[config.mk]
export PLATFORM = sky130hd
export DESIGN_NAME = fifo_ptr_mc
export DESIGN_NICKNAME = d
export VERILOG_FILES = /design/src/rtl/fifo_ptr_mc.sv
export SDC_FILE = /design/constraint.sdc
export NUM_CORES = 1
export LEC_CHECK = 0
export CAP_MARGIN = 10
export CORE_UTILIZATION = 60
export DETAILED_ROUTE_END_ITERATION = 10
export DONT_BUFFER_PORTS = 1
export MAX_ROUTING_LAYER = met4
export PLACE_DENSITY = 0.73
export RECOVER_POWER = 25
export SLEW_MARGIN = 20
export SYNTH_ARGS = -nofsm -noshare
export SYNTH_HDL_FRONTEND = slang
export SYNTH_SLANG_ARGS = --single-unit
[constraint.sdc]
create_clock -name clk -period 5 [get_ports clk]
set_input_delay 1 -clock clk [delete_from_list [all_inputs] [get_ports clk]]
set_output_delay 1 -clock clk [all_outputs]
set_load 0.005 [all_outputs]
[src/rtl/fifo_ptr_mc.sv]
// Pointer, word-count and flag manager for 2**CH_log logical FIFOs sharing one SDP RAM.
// Optional sticky error flags are built when FIFO_PTR_MC_ERR_EN is defined.
module fifo_ptr_mc #(
  parameter int N_log        = 8,
  parameter int CH_log       = 2,
  parameter int RD_PTR_UNBUF = 1,
  parameter int AFULL_THR    = 192
) (
  input  logic                    clk,
  input  logic                    rst,
  input  logic                    i_wr_advance,
  input  logic [CH_log-1:0]       i_wr_ch,
  output logic [CH_log+N_log-1:0] o_wr_addr,
  output logic [(1<<CH_log)-1:0]  o_wr_full,
  output logic [(1<<CH_log)-1:0]  o_wr_afull,
  input  logic                    i_rd_advance,
  input  logic [CH_log-1:0]       i_rd_ch,
  output logic [CH_log+N_log-1:0] o_rd_addr_nxt,
  output logic [(1<<CH_log)-1:0]  o_rd_empty,
  output logic [N_log:0]          o_rd_words,
  output logic [1:0]              o_err
);

  localparam int             N_CH      = 1 << CH_log;
  localparam logic [N_log:0] DEPTH_CNT = (N_log+1)'(1 << N_log);
  localparam logic [N_log:0] AFULL_CNT = (N_log+1)'(AFULL_THR);
  localparam logic [N_log:0] CNT_ONE   = (N_log+1)'(1);

  logic [N_log-1:0] wr_ptr_p1 [N_CH];
  logic [N_log-1:0] rd_ptr_p1 [N_CH];
  logic [N_log:0]   count_p1  [N_CH];
  logic [N_log:0]   count_p0  [N_CH];
  logic [N_CH-1:0]  full_p1;
  logic [N_CH-1:0]  afull_p1;
  logic [N_CH-1:0]  empty_p1;
  logic             wr_acc;
  logic             rd_acc;
  logic [N_log-1:0] rd_ptr_sel;

  function automatic logic [N_log-1:0] ptr_inc(input logic [N_log-1:0] p);
    return p + N_log'(1);
  endfunction

  assign wr_acc     = i_wr_advance & ~full_p1[i_wr_ch];
  assign rd_acc     = i_rd_advance & ~empty_p1[i_rd_ch];
  assign rd_ptr_sel = rd_ptr_p1[i_rd_ch];

  // Stage p0: next count for every channel; acceptance already excludes full/empty
  always_comb begin
    for (int c = 0; c < N_CH; c++) begin
      count_p0[c] = count_p1[c];
      if (wr_acc && (i_wr_ch == CH_log'(c))) count_p0[c] = count_p0[c] + CNT_ONE;
      if (rd_acc && (i_rd_ch == CH_log'(c))) count_p0[c] = count_p0[c] - CNT_ONE;
    end
  end

  // Stage p1: pointers, counts and flags registered from the p0 counts
  always_ff @(posedge clk) begin
    if (rst) begin
      for (int c = 0; c < N_CH; c++) begin
        wr_ptr_p1[c] <= '0;
        rd_ptr_p1[c] <= '0;
        count_p1[c]  <= '0;
      end
      full_p1  <= '0;
      afull_p1 <= '0;
      empty_p1 <= '1;
    end else begin
      if (wr_acc) wr_ptr_p1[i_wr_ch] <= ptr_inc(wr_ptr_p1[i_wr_ch]);
      if (rd_acc) rd_ptr_p1[i_rd_ch] <= ptr_inc(rd_ptr_p1[i_rd_ch]);
      for (int c = 0; c < N_CH; c++) begin
        count_p1[c] <= count_p0[c];
        full_p1[c]  <= (count_p0[c] == DEPTH_CNT);
        afull_p1[c] <= (count_p0[c] >= AFULL_CNT);
        empty_p1[c] <= (count_p0[c] == '0);
      end
    end
  end

  assign o_wr_addr  = {i_wr_ch, wr_ptr_p1[i_wr_ch]};
  assign o_wr_full  = full_p1;
  assign o_wr_afull = afull_p1;
  assign o_rd_empty = empty_p1;
  assign o_rd_words = count_p1[i_rd_ch];

  // A synchronous-read RAM needs the post-pop head address presented this cycle
  generate
    if (RD_PTR_UNBUF != 0) begin : g_rd_unbuf
      assign o_rd_addr_nxt = {i_rd_ch, rd_acc ? ptr_inc(rd_ptr_sel) : rd_ptr_sel};
    end else begin : g_rd_buf
      assign o_rd_addr_nxt = {i_rd_ch, rd_ptr_sel};
    end
  endgenerate

`ifdef FIFO_PTR_MC_ERR_EN
  logic [1:0] err_p1;

  always_ff @(posedge clk) begin
    if (rst) begin
      err_p1 <= '0;
    end else begin
      if (i_wr_advance && full_p1[i_wr_ch])  err_p1[0] <= 1'b1;
      if (i_rd_advance && empty_p1[i_rd_ch]) err_p1[1] <= 1'b1;
    end
  end

  assign o_err = err_p1;
`else
  assign o_err = 2'b00;
`endif

endmodule

==> impl_summary.md, run 1 <==
Die
For this configuration, the core starts out at a cell density of 0.6257. The row count is 38. The total area inside the core boundary comes to 10980 sq um.

Measured along the y axis, the die boundary spans 109.0 microns. The total die area is 11880 sq um. The count of pins on the block boundary is 51. The horizontal die dimension is 109.0 microns.

Global routing
The global routing usage summed across all routing layers is 0.2829. The initial antenna violation count is 0. The total overflow left after global routing is 0. The global-route wire length before repair is 24720 microns. The number of global-route vias before repair is 4881. The pin count of the biggest net entering global routing is 39.

Logic synthesis
The Yosys warning count is 0. The synthesized netlist cell count is 696. The flip-flop cell with the highest count after synthesis is sky130_fd_sc_hd__edfxtp_1. The share of the yosys chip area belonging to registers is 0.4195. In this run the cell area of the synthesized design comes to 6872 sq um.

After synthesis, the share of flip-flops with an asynchronous set or reset is 0. Counting flops and latches in the post-synthesis netlist gives 112. The post-synthesis area per instance is 9.873 sq um. In this run, synthesis inferred 64 flip-flops with an integrated enable. The distinct cell type count after synthesis is 69.

Timing
The worst slack on hold paths is 659.8 ps. Setup repair after global routing left no endpoint under its margin. Based on the critical path, the design can be clocked at up to 291.3 MHz. Summed over all failing endpoints, the final setup total negative slack is 0 ps. At the pin with the least slew margin, the transition time is 868.7 ps.

Between clock sinks in the finished design, the worst skew comes to 4.724 ps. The max-slew violation count is 0. The worst path needs 3433 ps of the cycle, external delays included.

The worst pin sits at a relative slew slack of 0.4127. The ratio of final minimum period to clock period is 0.6867. The final number of hold-violating endpoints is 0.

The total setup violations reported at the end of the flow is 0.

Pwr
Of the total power, registers draw 0.496. The portion of total power attributed to the clock network is 0.359. Power spread over the standard cell area amounts to 305.1 nW/um^2. For this design the total switching power over the nets is 0.0005589 W. The share of total power dissipated in combinational logic is 0.144. The power after layout is 0.002184 W.

The switching power as a share of total power is 0.2559. The internal portion of the total power is 0.001625 W. The analysis attributes to cell leakage a power of 2.619 nW. The largest vdd supply drop is 204.9 uV.

CTS
In this run the number of H-tree levels came out at 3. Clock tree synthesis found a total of 112 sinks. The clock passes through at most 2 buffers.

TritonCTS built the clock tree. The CTS buffer count is 9. The count of hold buffers inserted by post-cts repair is 0. Clock-pin slew was measured on the worst setup and hold paths at 70 ps. The post-cts resize count is 0. The post-CTS setup repair buffer count is 0. For the worst-skew pair, the clock arrives at the later sink with an insertion delay of 350 ps. The cell at the root of the clock tree is sky130_fd_sc_hd__clkbuf_16.

Detailed routing
After detailed routing, the number of remaining DRC violations is 0. The detail route stage leaves a number of antenna-violating nets equal to 0. The final layout contains routed wiring with a total length of 15390 microns.

The routed layout has 5118 vias. The number of DRC violations after detailed-routing iteration 0 is 319. The first detailed-routing pass ran for 5 iterations. The post-detailed-route wirelength per cell is 19.07 microns.

After detailed routing, the number of vias per cell comes to 6.342.

Flow run
The tool flagged a number of max-cap violations equal to 0.

Worst setup path
Along the worst path, the maximum fanout reaches 27. The worst setup path is of the input pin to primary output kind. The capturing element type of the critical path is a primary output. For the worst setup path, the data required time is 4000 ps. STA classifies the critical path startpoint as an input pin. The worst path arrival time is 2430 ps.

Cells and area
Registers take 2883 sq um. From synthesis to final layout, the design area changed by 4.151%. The number of nets in the layout is 680. The repair_antennas step left the layout with diodes totalling 0.

The filler cells instantiated in the layout total 899. After routing the design area is 7157 sq um. The post-layout utilization of the core is 0.6516. The area occupied by multi-input gates is 3660 sq um. The fraction of layout instances using a drive strength above 1 is 0.08846.

Placement
The area after detailed placement is 6838 sq um. Buffers placed on the I/O ports in this run total 0. At the end of routability-driven placement, the weighted congestion stood at 1.009.

The estimated wirelength of the detail-placed design is 11140 microns.

Status
The run finished with clean final reports.

Worst hold path
The worst hold path class is register to register.
-- cells in the mapped netlist, types with 4 or more instances --
| library cell | number | area [sq um] |
|---|---|---|
| sky130_fd_sc_hd__mux4_2 | 26 | 585.6 |
| sky130_fd_sc_hd__dfxtp_1 | 48 | 960.9 |
| sky130_fd_sc_hd__o211ai_1 | 5 | 37.54 |
| sky130_fd_sc_hd__buf_4 | 7 | 52.55 |
| sky130_fd_sc_hd__edfxtp_1 | 64 | 1922 |
| sky130_fd_sc_hd__nand2_1 | 63 | 236.5 |
| sky130_fd_sc_hd__nor4_1 | 12 | 75.07 |
| sky130_fd_sc_hd__and2_1 | 8 | 50.05 |
| sky130_fd_sc_hd__inv_1 | 27 | 101.4 |
| sky130_fd_sc_hd__o21ai_0 | 10 | 50.05 |
| sky130_fd_sc_hd__buf_1 | 6 | 22.52 |
| sky130_fd_sc_hd__clkbuf_1 | 28 | 105.1 |
| sky130_fd_sc_hd__buf_2 | 5 | 25.02 |
| sky130_fd_sc_hd__xnor2_1 | 49 | 429.2 |
| sky130_fd_sc_hd__a21oi_1 | 13 | 65.06 |
| sky130_fd_sc_hd__mux2_2 | 4 | 45.04 |
| sky130_fd_sc_hd__ha_1 | 10 | 125.1 |
| sky130_fd_sc_hd__and4_1 | 4 | 35.03 |
| sky130_fd_sc_hd__a211oi_1 | 6 | 45.04 |
| sky130_fd_sc_hd__nor4b_1 | 4 | 35.03 |
| sky130_fd_sc_hd__or3_1 | 7 | 43.79 |
| sky130_fd_sc_hd__and3_1 | 12 | 75.07 |
| sky130_fd_sc_hd__nand2b_1 | 10 | 62.56 |
| sky130_fd_sc_hd__nor2_1 | 89 | 334.1 |
| sky130_fd_sc_hd__o31ai_1 | 6 | 45.04 |
| sky130_fd_sc_hd__or2_2 | 9 | 56.30 |
| sky130_fd_sc_hd__xor2_1 | 27 | 236.5 |
| sky130_fd_sc_hd__nor3_1 | 32 | 160.2 |
| sky130_fd_sc_hd__nand3_1 | 16 | 80.08 |
| sky130_fd_sc_hd__nand4_1 | 14 | 87.58 |
| sky130_fd_sc_hd__mux2i_1 | 9 | 90.09 |
-- logic make-up after synthesis --
| group | share of synthesized area |
|---|---|
| AND/OR/NAND/NOR | 0.2269 |
| AO/OA/AOI/OAI | 0.08467 |
| other | 0.0005457 |
| multiplexers | 0.1049 |
| XOR/XNOR | 0.09687 |
| flip-flops | 0.4195 |
| adder cells (fa/ha/maj) | 0.01821 |
| buffers and inverters | 0.04843 |
-- state kept, by name, summed over array words and instances (netlist names) --
signal and flops:
count_p1 36, o_wr_full 4, wr_ptr_p1 32, rd_ptr_p1 32, o_rd_empty 4, o_wr_afull 4
-- final timing paths --
| check | depth (start not counted) | start | slack, ps | to |
|---|---|---|---|---|
| hold reg to reg | 2 | count_p1[2][4] | 660 | count_p1[2][4] |
| hold / removal | 2 | count_p1[2][4] | 660 | count_p1[2][4] |
| setup / recovery | 5 | i_rd_ch[0] | 1570 | o_rd_addr_nxt[7] |
| setup reg to reg | 9 | o_wr_full[2] | 1890 | o_rd_empty[2] |
-- routing by layer --
layer | GRT usage | vias up | share of wire
li1 | - | 2458 | -
met1 | 0.3591 | 2478 | 0.43
met2 | 0.4510 | 159 | 0.48
met3 | 0.05200 | 23 | 0.071
met4 | 0.1062 | 0 | 0.024
met5 | - | - | 0
-- critical path, cell delays in order --
cell and delay (ps):
sky130_fd_sc_hd__mux4_2 460, sky130_fd_sc_hd__nand2b_1 270, sky130_fd_sc_hd__or2_2 370, sky130_fd_sc_hd__nor2_1 140, sky130_fd_sc_hd__xor2_1 190
-- cells in the final DEF, fill, tap and decap left out, types with 4 or more instances in the layout --
| cell | instances |
|---|---|
| sky130_fd_sc_hd__ha_1 | 10 |
| sky130_fd_sc_hd__nand2b_1 | 10 |
| sky130_fd_sc_hd__clkbuf_16 | 9 |
| sky130_fd_sc_hd__o211ai_1 | 5 |
| sky130_fd_sc_hd__nor3_1 | 32 |
| sky130_fd_sc_hd__o31ai_1 | 6 |
| sky130_fd_sc_hd__mux2_2 | 4 |
| sky130_fd_sc_hd__mux4_2 | 26 |
| sky130_fd_sc_hd__edfxtp_1 | 64 |
| sky130_fd_sc_hd__nor4_1 | 12 |
| sky130_fd_sc_hd__xnor2_1 | 49 |
| sky130_fd_sc_hd__nor4b_1 | 4 |
| sky130_fd_sc_hd__xor2_1 | 27 |
| sky130_fd_sc_hd__a21oi_1 | 13 |
| sky130_fd_sc_hd__nor2_1 | 89 |
| sky130_fd_sc_hd__inv_1 | 27 |
| sky130_fd_sc_hd__nand3_1 | 16 |
| sky130_fd_sc_hd__nand2_1 | 63 |
| sky130_fd_sc_hd__and3_1 | 12 |
| sky130_fd_sc_hd__a211oi_1 | 6 |
| sky130_fd_sc_hd__o21ai_0 | 10 |
| sky130_fd_sc_hd__dfxtp_1 | 48 |
| sky130_fd_sc_hd__or2_2 | 7 |
| sky130_fd_sc_hd__mux2i_1 | 9 |
| sky130_fd_sc_hd__and2_1 | 8 |
| sky130_fd_sc_hd__nand4_1 | 14 |
| sky130_fd_sc_hd__and4_1 | 4 |
| sky130_fd_sc_hd__or3_1 | 7 |
-- power groups by stage --
stage / Clock [W] / Sequential [W] / Combinational [W]
after floorplan: 0 / 0.00107 / 0.000290
after global placement: 0 / 0.00110 / 0.000305
after detailed placement: 0 / 0.00110 / 0.000312
after CTS: 0.000789 / 0.00108 / 0.000315
after global routing: 0.000827 / 0.00109 / 0.000348
final: 0.000785 / 0.00108 / 0.000315
-- metrics by stage --
stage,std cells,setup slack [ps]
floorplan,697,1362
global placement,791,1530
detailed placement,791,1422
CTS,807,1560
global route,807,1459
finish,807,1567
-- cell type report --
type,instances,share of cell area
Multi-Input combinational cell,509,0.5114
Tap cell,140,0.02448
Timing Repair Buffer,2,0.001573
Sequential cell,112,0.4028
Clock inverter,4,0.01066
Clock buffer,12,0.03444
Inverter,28,0.01469
Power figures use the tool's default switching activity.
==> run 2: changes to the inputs <==
--- a/config.mk
+++ b/config.mk
@@ -6,7 +6,7 @@
 export NUM_CORES = 1
 export LEC_CHECK = 0
 export CAP_MARGIN = 10
-export CORE_UTILIZATION = 60
+export CORE_UTILIZATION = 58
 export DETAILED_ROUTE_END_ITERATION = 10
 export DONT_BUFFER_PORTS = 1
 export MAX_ROUTING_LAYER = met4
==> constraint.sdc (replaced) <==
create_clock -name clk -period 2.85 [get_ports clk]
set_input_delay 0.57 -clock clk [delete_from_list [all_inputs] [get_ports clk]]
set_output_delay 0.57 -clock clk [all_outputs]
set_load 0.005 [all_outputs]
==> run 2 against run 1 <==
Compared with the run above: cell area grew 2.6%; global-route usage decreased by 0.51 points; register-to-register slack got worse by 1700 ps; critical endpoint unchanged; setup slack got worse by 1400 ps; hold slack got worse by 380 ps; clock skew is 4.6 ps higher; sequential power increased by 76%; clock power is 64% higher; die area up 3.4%; sequential share of layout area decreased by 1.0 points; core utilization shrank 1.1 points; cell count up 3.5%.
==> impl_summary.md, run 2 (same netlist as run 1, synthesis figures left out) <==
Placement
The routability-driven placement congestion ratio is 0.9296 (-7.8%). The count of buffers from port buffering was 0 (unchanged). The setup slack after placement is -104.1 ps (-1527 ps). The area after detailed placement is 7020 sq um (+2.7%).

The estimated wirelength of the detail-placed design is 11380 microns (+2.2%).

Timing
The final worst setup slack is 157.3 ps (-1409 ps). The worst path in the final design needs a cycle of 2693 ps, including I/O delays and setup. Derived from the worst setup path, the maximum achievable clock frequency is 371.4 MHz.

The final number of hold-violating endpoints is 0 (unchanged). The worst clock skew came to 9.286 ps (+4.562 ps). The slew at the pin closest to its max-slew limit was 691.0 ps (-177.6 ps). The max-slew violation count is 0 (unchanged). The tightest slew margin relative to the limit was 0.5393 (+0.1266). In the finished design, the share of the clock period the worst path needs comes to 0.9448. The total setup violations reported at the end of the flow came to 0 (unchanged).

Detailed routing
The post-detailed-route wirelength per cell is 19.18 microns (+0.58%). The total iterations of the first detailed-routing run is 5 (unchanged). The number of DRC violations after detailed-routing iteration 0 is 602 (+89%). The residual antenna-violating net count after detailed routing is 0 (unchanged). The post-detailed-route via-to-cell ratio is 6.267 (-1.2%). The final wirelength is 16020 microns (+4.1%).

The number of remaining DRC errors is 0 (unchanged). The number of vias after detailed routing is 5233 (+2.2%).

Cells and area
The summed area of non-filler cells in the final layout is 7343 sq um (+2.6%). The register name with the most flops is count_p1. The post-layout utilization of the core is 0.6404 (-0.01126). Compared with the post-synthesis result, the final layout area differs by 6.864%. The flip-flop count of the largest register after layout is 36 (unchanged). Leaving out fill and tap cells, the most frequent cells in the layout are 88 x sky130_fd_sc_hd__nor2_1, 64 x sky130_fd_sc_hd__edfxtp_1, 63 x sky130_fd_sc_hd__nand2_1, 48 x sky130_fd_sc_hd__xnor2_1, 47 x sky130_fd_sc_hd__dfxtp_1. The antenna diode instance count is 0 (unchanged). The most frequent standard cell in the layout excluding fill and tap cells is sky130_fd_sc_hd__nor2_1. The largest registers in the layout are count_p1 x36, rd_ptr_p1 x32, wr_ptr_p1 x32.

The fraction of layout instances using a drive strength above 1 is 0.1286 (+0.04016). The number of nets in the layout is 705 (+3.7%). The filler cell count was 911 (+1.3%).

Worst setup path
In this run the critical register-to-register path is captured at o_rd_empty[0]. Traced cell by cell, the critical path runs through mux4_2 > nand2b_1 > or2_2 > nor2_1 > xor2_1. The stage delay of the slowest cell on the critical path is 480 ps (+20 ps). The top fanout value on the critical path is 3 (-89%). The reg-to-reg setup timing slack is 170 ps (-1720 ps). The sort of element at the start of the critical path is a register. The worst register-to-register path begins at o_wr_full[0].

The slowest stage cell on the critical path is sky130_fd_sc_hd__mux4_2. STA classifies the critical path endpoint as a primary output. The required time of the critical path is 2280 ps (-1720 ps). The number of cell instances on the worst register-to-register path came to 7 (-2). The worst path arrival time is 2120 ps (-310 ps).

The critical path is of the register to primary output type.

Global routing
The total congestion overflow is 0 (unchanged). The initial antenna violation count came to 0 (unchanged). The number of global-route vias before repair was 5222 (+7.0%). The global routing usage summed across all routing layers is 0.2778 (-0.005087). The global-route wire length before repair is 26180 microns (+5.9%). The pin count of the biggest net entering global routing is 39 (unchanged).

Pwr
The leakage power is 2.721 nW (+3.9%). The power density of the placed cells is 514.6 nW/um^2 (+69%). The largest vdd supply drop came to 286.2 uV (+40%).

Status
The run finished with clean final reports.

Die
The row count was 39 (+2.6%). The initial cell density of the core came to 0.5992 (-0.02642). The total die area is 12290 sq um (+3.4%).

The overall die height was 110.8 microns (+1.7%). The horizontal die dimension is 110.8 microns (+1.7%). The count of pins on the block boundary was 51 (unchanged). The core region area came to 11470 sq um (+4.4%).

Flow run
The number of max-cap violations is 0 (unchanged).

CTS
The maximum number of buffers from clock root to sink is 2 (unchanged). The cell sitting at the root of the clock tree is a sky130_fd_sc_hd__clkbuf_16. The CTS buffer count is 9 (unchanged). The clock-pin transition on the worst setup and hold timing paths came to 70 ps (about the same). The CTS tree is yes. The clock sink count is 112 (unchanged). The clock insertion delay at the later pin of the skew report was 360 ps (about the same). The deepest level of the CTS H-tree is 3 (unchanged).

Worst hold path
The depth of the worst hold-timing path is 1 (-1). The min-delay analysis places its worst path in the category input pin to register. The startpoint identified for the worst hold timing path is rst.

For hold timing, the worst endpoint is count_p1[1][0].
-- run 2: power breakdown --
part	switching [W]	internal [W]	total, W	leakage (nW)
Clock	0.000595	0.000693	0.00129	0.141
Sequential	0.0000897	0.00181	0.00190	1.06
Combinational	0.000324	0.000270	0.000594	1.52
Total	0.00101	0.00277	0.00378	2.72
-- run 2: layer usage --
metal / up-vias / routed length [microns] / track usage
met4: 0 / 333 / 0.09244
met3: 32 / 1236 / 0.08475
met1: 2519 / 6720 / 0.3374
met5: - / 0 / -
li1: 2504 / - / -
met2: 178 / 7726 / 0.4422
-- run 2: worst max path at each step --
| stage | startpoint | end | slack [ps] | depth (start not counted) |
|---|---|---|---|---|
| 2_1_floorplan | i_wr_ch[1] | o_rd_empty[0] | -200 | 9 |
| 3_3_place_gp | i_wr_ch[1] | o_rd_empty[0] | 50 | 7 |
| 3_5_place_dp | i_wr_ch[1] | o_wr_full[1] | -100 | 10 |
| 4_1_cts | count_p1[1][0] | o_wr_full[1] | 80 | 10 |
| 5_1_grt | o_wr_full[1] | o_rd_empty[1] | -10 | 8 |
| 6_report | o_rd_empty[2] | o_rd_addr_nxt[7] | 160 | 5 |
-- run 2: per-stage QoR --
step | TNS (ps) | power (W) | cells | hold slack [ps]
final | 0 | 0.003779 | 835 | 275.9
after global routing | -20.47 | 0.003930 | 835 | 261.9
after CTS | 0 | 0.003787 | 833 | 274.6
after detailed placement | -136.3 | 0.002512 | 817 | 595.5
after global placement | 0 | 0.002492 | 817 | 587.7
after floorplan | -426.9 | 0.002394 | 697 | 518.3
-- run 2: final cells by class --
type	instances	area, sq um	area share
multi-input combinational	509	3691	0.5026
sequential	112	2884	0.3927
clock buffer	11	232.7	0.03169
timing repair buffer	27	187.7	0.02556
tap	143	178.9	0.02437
inverter	28	105.1	0.01431
clock inverter	5	63.81	0.008690
-- run 2: critical path, delay by kind of cell, from the launching register on --
| family | cells | cell delay, ps |
|---|---|---|
| XOR/XNOR | 1 | 200 |
| flip-flops | 1 | 400 |
| multiplexers | 1 | 480 |
| AND/OR/NAND/NOR | 3 | 690 |
-- run 2: repair_timing --
item,in CTS,in global routing
setup buffers,0,2
endpoints found under the setup margin,0,6
hold buffers,0,0
gates resized for setup,0,6
==> run 3: changes to the inputs <==
--- a/config.mk
+++ b/config.mk
@@ -10,7 +10,7 @@
 export DETAILED_ROUTE_END_ITERATION = 10
 export DONT_BUFFER_PORTS = 1
 export MAX_ROUTING_LAYER = met4
-export PLACE_DENSITY = 0.73
+export PLACE_DENSITY = 0.86
 export RECOVER_POWER = 25
 export SLEW_MARGIN = 20
 export SYNTH_ARGS = -nofsm -noshare
==> run 3 against run 2 <==
Compared with the run above: non-clock buffer count rose by 1; via count rose by 1.3%; critical path type is now register to register; first-iteration DRC count down 13%; clock skew up 2.7 ps.
==> impl_summary.md, run 3 (same netlist as run 1, synthesis figures left out) <==
Status
The run finished with clean final reports.

Cells and area
Leaving out fill and tap cells, the most frequent cells in the layout are 88 x sky130_fd_sc_hd__nor2_1, 64 x sky130_fd_sc_hd__edfxtp_1, 63 x sky130_fd_sc_hd__nand2_1, 49 x sky130_fd_sc_hd__xnor2_1, 47 x sky130_fd_sc_hd__dfxtp_1. The register name with the most flops is count_p1. The flip-flop count of the largest register after layout is 36 (unchanged). The largest registers in the layout are count_p1 x36, rd_ptr_p1 x32, wr_ptr_p1 x32. The fraction of layout instances using a drive strength above 1 is 0.1255 (-0.003072).

The count of non-filler cells in the finished layout is 836 (+0.12%). The antenna diode instance count was 0 (unchanged). The number of nets in the layout is 706 (+0.14%). Relative to the synthesized area, the layout overhead comes to 6.701%.

The summed area of non-filler cells in the final layout is 7332 sq um (-0.15%). The library cell used most frequently in the layout, excluding fill and tap cells, is sky130_fd_sc_hd__nor2_1.

Die
The row count is 39 (unchanged). The horizontal die dimension came to 110.8 microns (unchanged). The initial cell density of the core is 0.5992 (unchanged). The total die area is 12290 sq um (unchanged).

The core region area is 11470 sq um (unchanged). The overall die height is 110.8 microns (unchanged). The count of pins on the block boundary is 51 (unchanged).

Detailed routing
The final wirelength came to 16130 microns (+0.73%). The post-detailed-route wirelength per cell is 19.30 microns (+0.61%). The post-detailed-route via-to-cell ratio is 6.342 (+1.2%).

The number of remaining DRC errors is 0 (unchanged). The residual antenna-violating net count after detailed routing is 0 (unchanged). The number of DRC violations after detailed-routing iteration 0 is 524 (-13%).

The number of vias after detailed routing is 5302 (+1.3%). The total iterations of the first detailed-routing run is 5 (unchanged).

Placement
The setup slack after placement came to -15.81 ps (+88.32 ps). The routability-driven placement congestion ratio was 0.8935 (-3.9%). The estimated wirelength of the detail-placed design is 11610 microns (+2.1%). The count of buffers from port buffering came to 0 (unchanged). The area after detailed placement came to 7043 sq um (+0.32%). The placed instance count is 820 (+0.37%).

Worst setup path
The required time of the critical path is 3090 ps (+810 ps). STA classifies the critical path startpoint as a register. The worst path arrival time was 2950 ps (+830 ps). The stage delay of the slowest cell on the critical path is 440 ps (-40 ps). The worst setup path category is register to register.

The top fanout value on the critical path is 12 (+9). On the critical path, the stage with the largest delay is an instance of sky130_fd_sc_hd__dfxtp_1. STA classifies the critical path endpoint as a register.

Walking the worst path, the cells encountered are and4b_1 > buf_4 > a41o_1 > a2111o_1 > a211oi_1 > xor2_1 > nor4_1.

Global routing
The number of global-route vias before repair is 5117 (-2.0%). The global routing usage summed across all routing layers is 0.2805 (+0.002700). The global-route wire length before repair is 26280 microns (+0.37%).

The pin count of the biggest net entering global routing is 39 (unchanged). The initial antenna violation count is 0 (unchanged). The total congestion overflow is 0 (unchanged).

CTS
The CTS tree is yes. The maximum number of buffers from clock root to sink is 2 (unchanged). Clock tree synthesis selected as its root buffer the cell sky130_fd_sc_hd__clkbuf_16. The clock insertion delay at the later pin of the skew report is 360 ps (about the same). The clock-pin transition on the worst setup and hold timing paths was 70 ps (about the same).

The count of hold buffers inserted by post-cts repair came to 0 (unchanged). The deepest level of the CTS H-tree is 3 (unchanged). The post-CTS setup repair buffer count is 0 (unchanged). The clock sink count is 112 (unchanged).

The CTS buffer count came to 9 (unchanged).

Worst hold path
The worst hold path class is input pin to register.

Timing
The max-slew violation count came to 0 (unchanged). The final number of hold-violating endpoints is 0 (unchanged). The total setup violations reported at the end of the flow is 0 (unchanged). The tightest slew margin relative to the limit came to 0.4912 (-0.04814). The slew at the pin closest to its max-slew limit is 763.2 ps (+72.21 ps). The highest clock rate is 368.7 MHz (-0.71%).

The time the final worst path needs with I/O delays and setup is 2712 ps (+19.20 ps). The final worst setup slack is 138.1 ps (-19.20 ps). The ratio of final minimum period to clock period is 0.9516 (+0.006736).

Setup repair after global routing left no endpoint under its margin. The worst clock skew is 11.97 ps (+2.684 ps).

Pwr
The internal power component came to 0.002764 W (-0.18%). The switching power is 0.0009991 W (-1.0%). The leakage power is 2.721 nW (about the same).

The largest vdd supply drop is 400.8 uV (+40%). The power density of the placed cells is 513.3 nW/um^2 (-0.25%). The portion of total power attributed to combinational logic is 0.159 (+0.002). The switching power as a share of total power is 0.2655 (-0.001602).

The power share of the sequential group is 0.504 (+0.002). The power after layout is 0.003764 W (-0.40%). The portion of total power attributed to the clock network is 0.337 (-0.004).

Flow run
The number of max-cap violations is 0 (unchanged).
[run 3: changes by cell type in the layout (fill, tap and decap cells not counted), sizes merged]
| cell | delta |
|---|---|
| inv | -2 |
| buf | +1 |
| clkbuf | +1 |
| clkinv | +1 |
[run 3: worst max-delay path, delay by kind of cell, from the launching register on]
kind | cells | cell delay [ps]
compound gates | 3 | 1130
xor+xnor | 1 | 150
buf+inv | 1 | 190
flops | 1 | 440
simple gates | 2 | 670
[run 3: stage by stage]
| stage | utilization | hold WS (ps) | TNS [ps] |
|---|---|---|---|
| 3_3_place_gp | 0.6142 | 570.1 | 0 |
| 4_1_cts | 0.6396 | 275.5 | 0 |
| 5_1_grt | 0.6394 | 273.1 | 0 |
| 2_1_floorplan | - | 518.3 | -426.9 |
| 6_report | 0.6394 | 287.1 | 0 |
| 3_5_place_dp | 0.6142 | 642.9 | -15.81 |
[run 3: path summary, 6_finish.rpt]
kind                  start        endpoint  slack, ps  cells past startpoint
max            o_wr_full[3]    o_wr_full[3]        140                      7
min                     rst  count_p1[0][1]        290                      1
max reg2reg    o_wr_full[3]    o_wr_full[3]        140                      7
min reg2reg  count_p1[2][4]  count_p1[2][4]        650                      2
[run 3: power by group through the flow]
stage / combinational [W] / clock (W) / sequential [W]
2_1_floorplan: 0.000511 / 0 / 0.00188
6_report: 0.000598 / 0.00127 / 0.00190
3_3_place_gp: 0.000569 / 0 / 0.00193
5_1_grt: 0.000654 / 0.00134 / 0.00191
4_1_cts: 0.000594 / 0.00128 / 0.00190
3_5_place_dp: 0.000590 / 0 / 0.00193
[run 3: cell type report]
type / instances / area (sq um)
Fill cell: 906 / 4135
Multi-Input combinational cell: 509 / 3677
Sequential cell: 112 / 2884
Clock buffer: 12 / 236.5
Timing Repair Buffer: 28 / 195.2
Tap cell: 143 / 178.9
Inverter: 28 / 105.1
Clock inverter: 4 / 55.05
[run 3: metal layers]
| metal | up-vias | share of wire | GRT usage |
|---|---|---|---|
| met2 | 182 | 0.49 | 0.4497 |
| li1 | 2514 | - | - |
| met1 | 2576 | 0.42 | 0.3437 |
| met5 | - | 0 | - |
| met3 | 30 | 0.080 | 0.08092 |
| met4 | 0 | 0.019 | 0.08711 |
[run 3: timing repair]
item                                    4_1_cts  5_1_grt
hold endpoints to repair                      0        0
endpoints found under the setup margin        0        2
gates resized for setup                       0        3
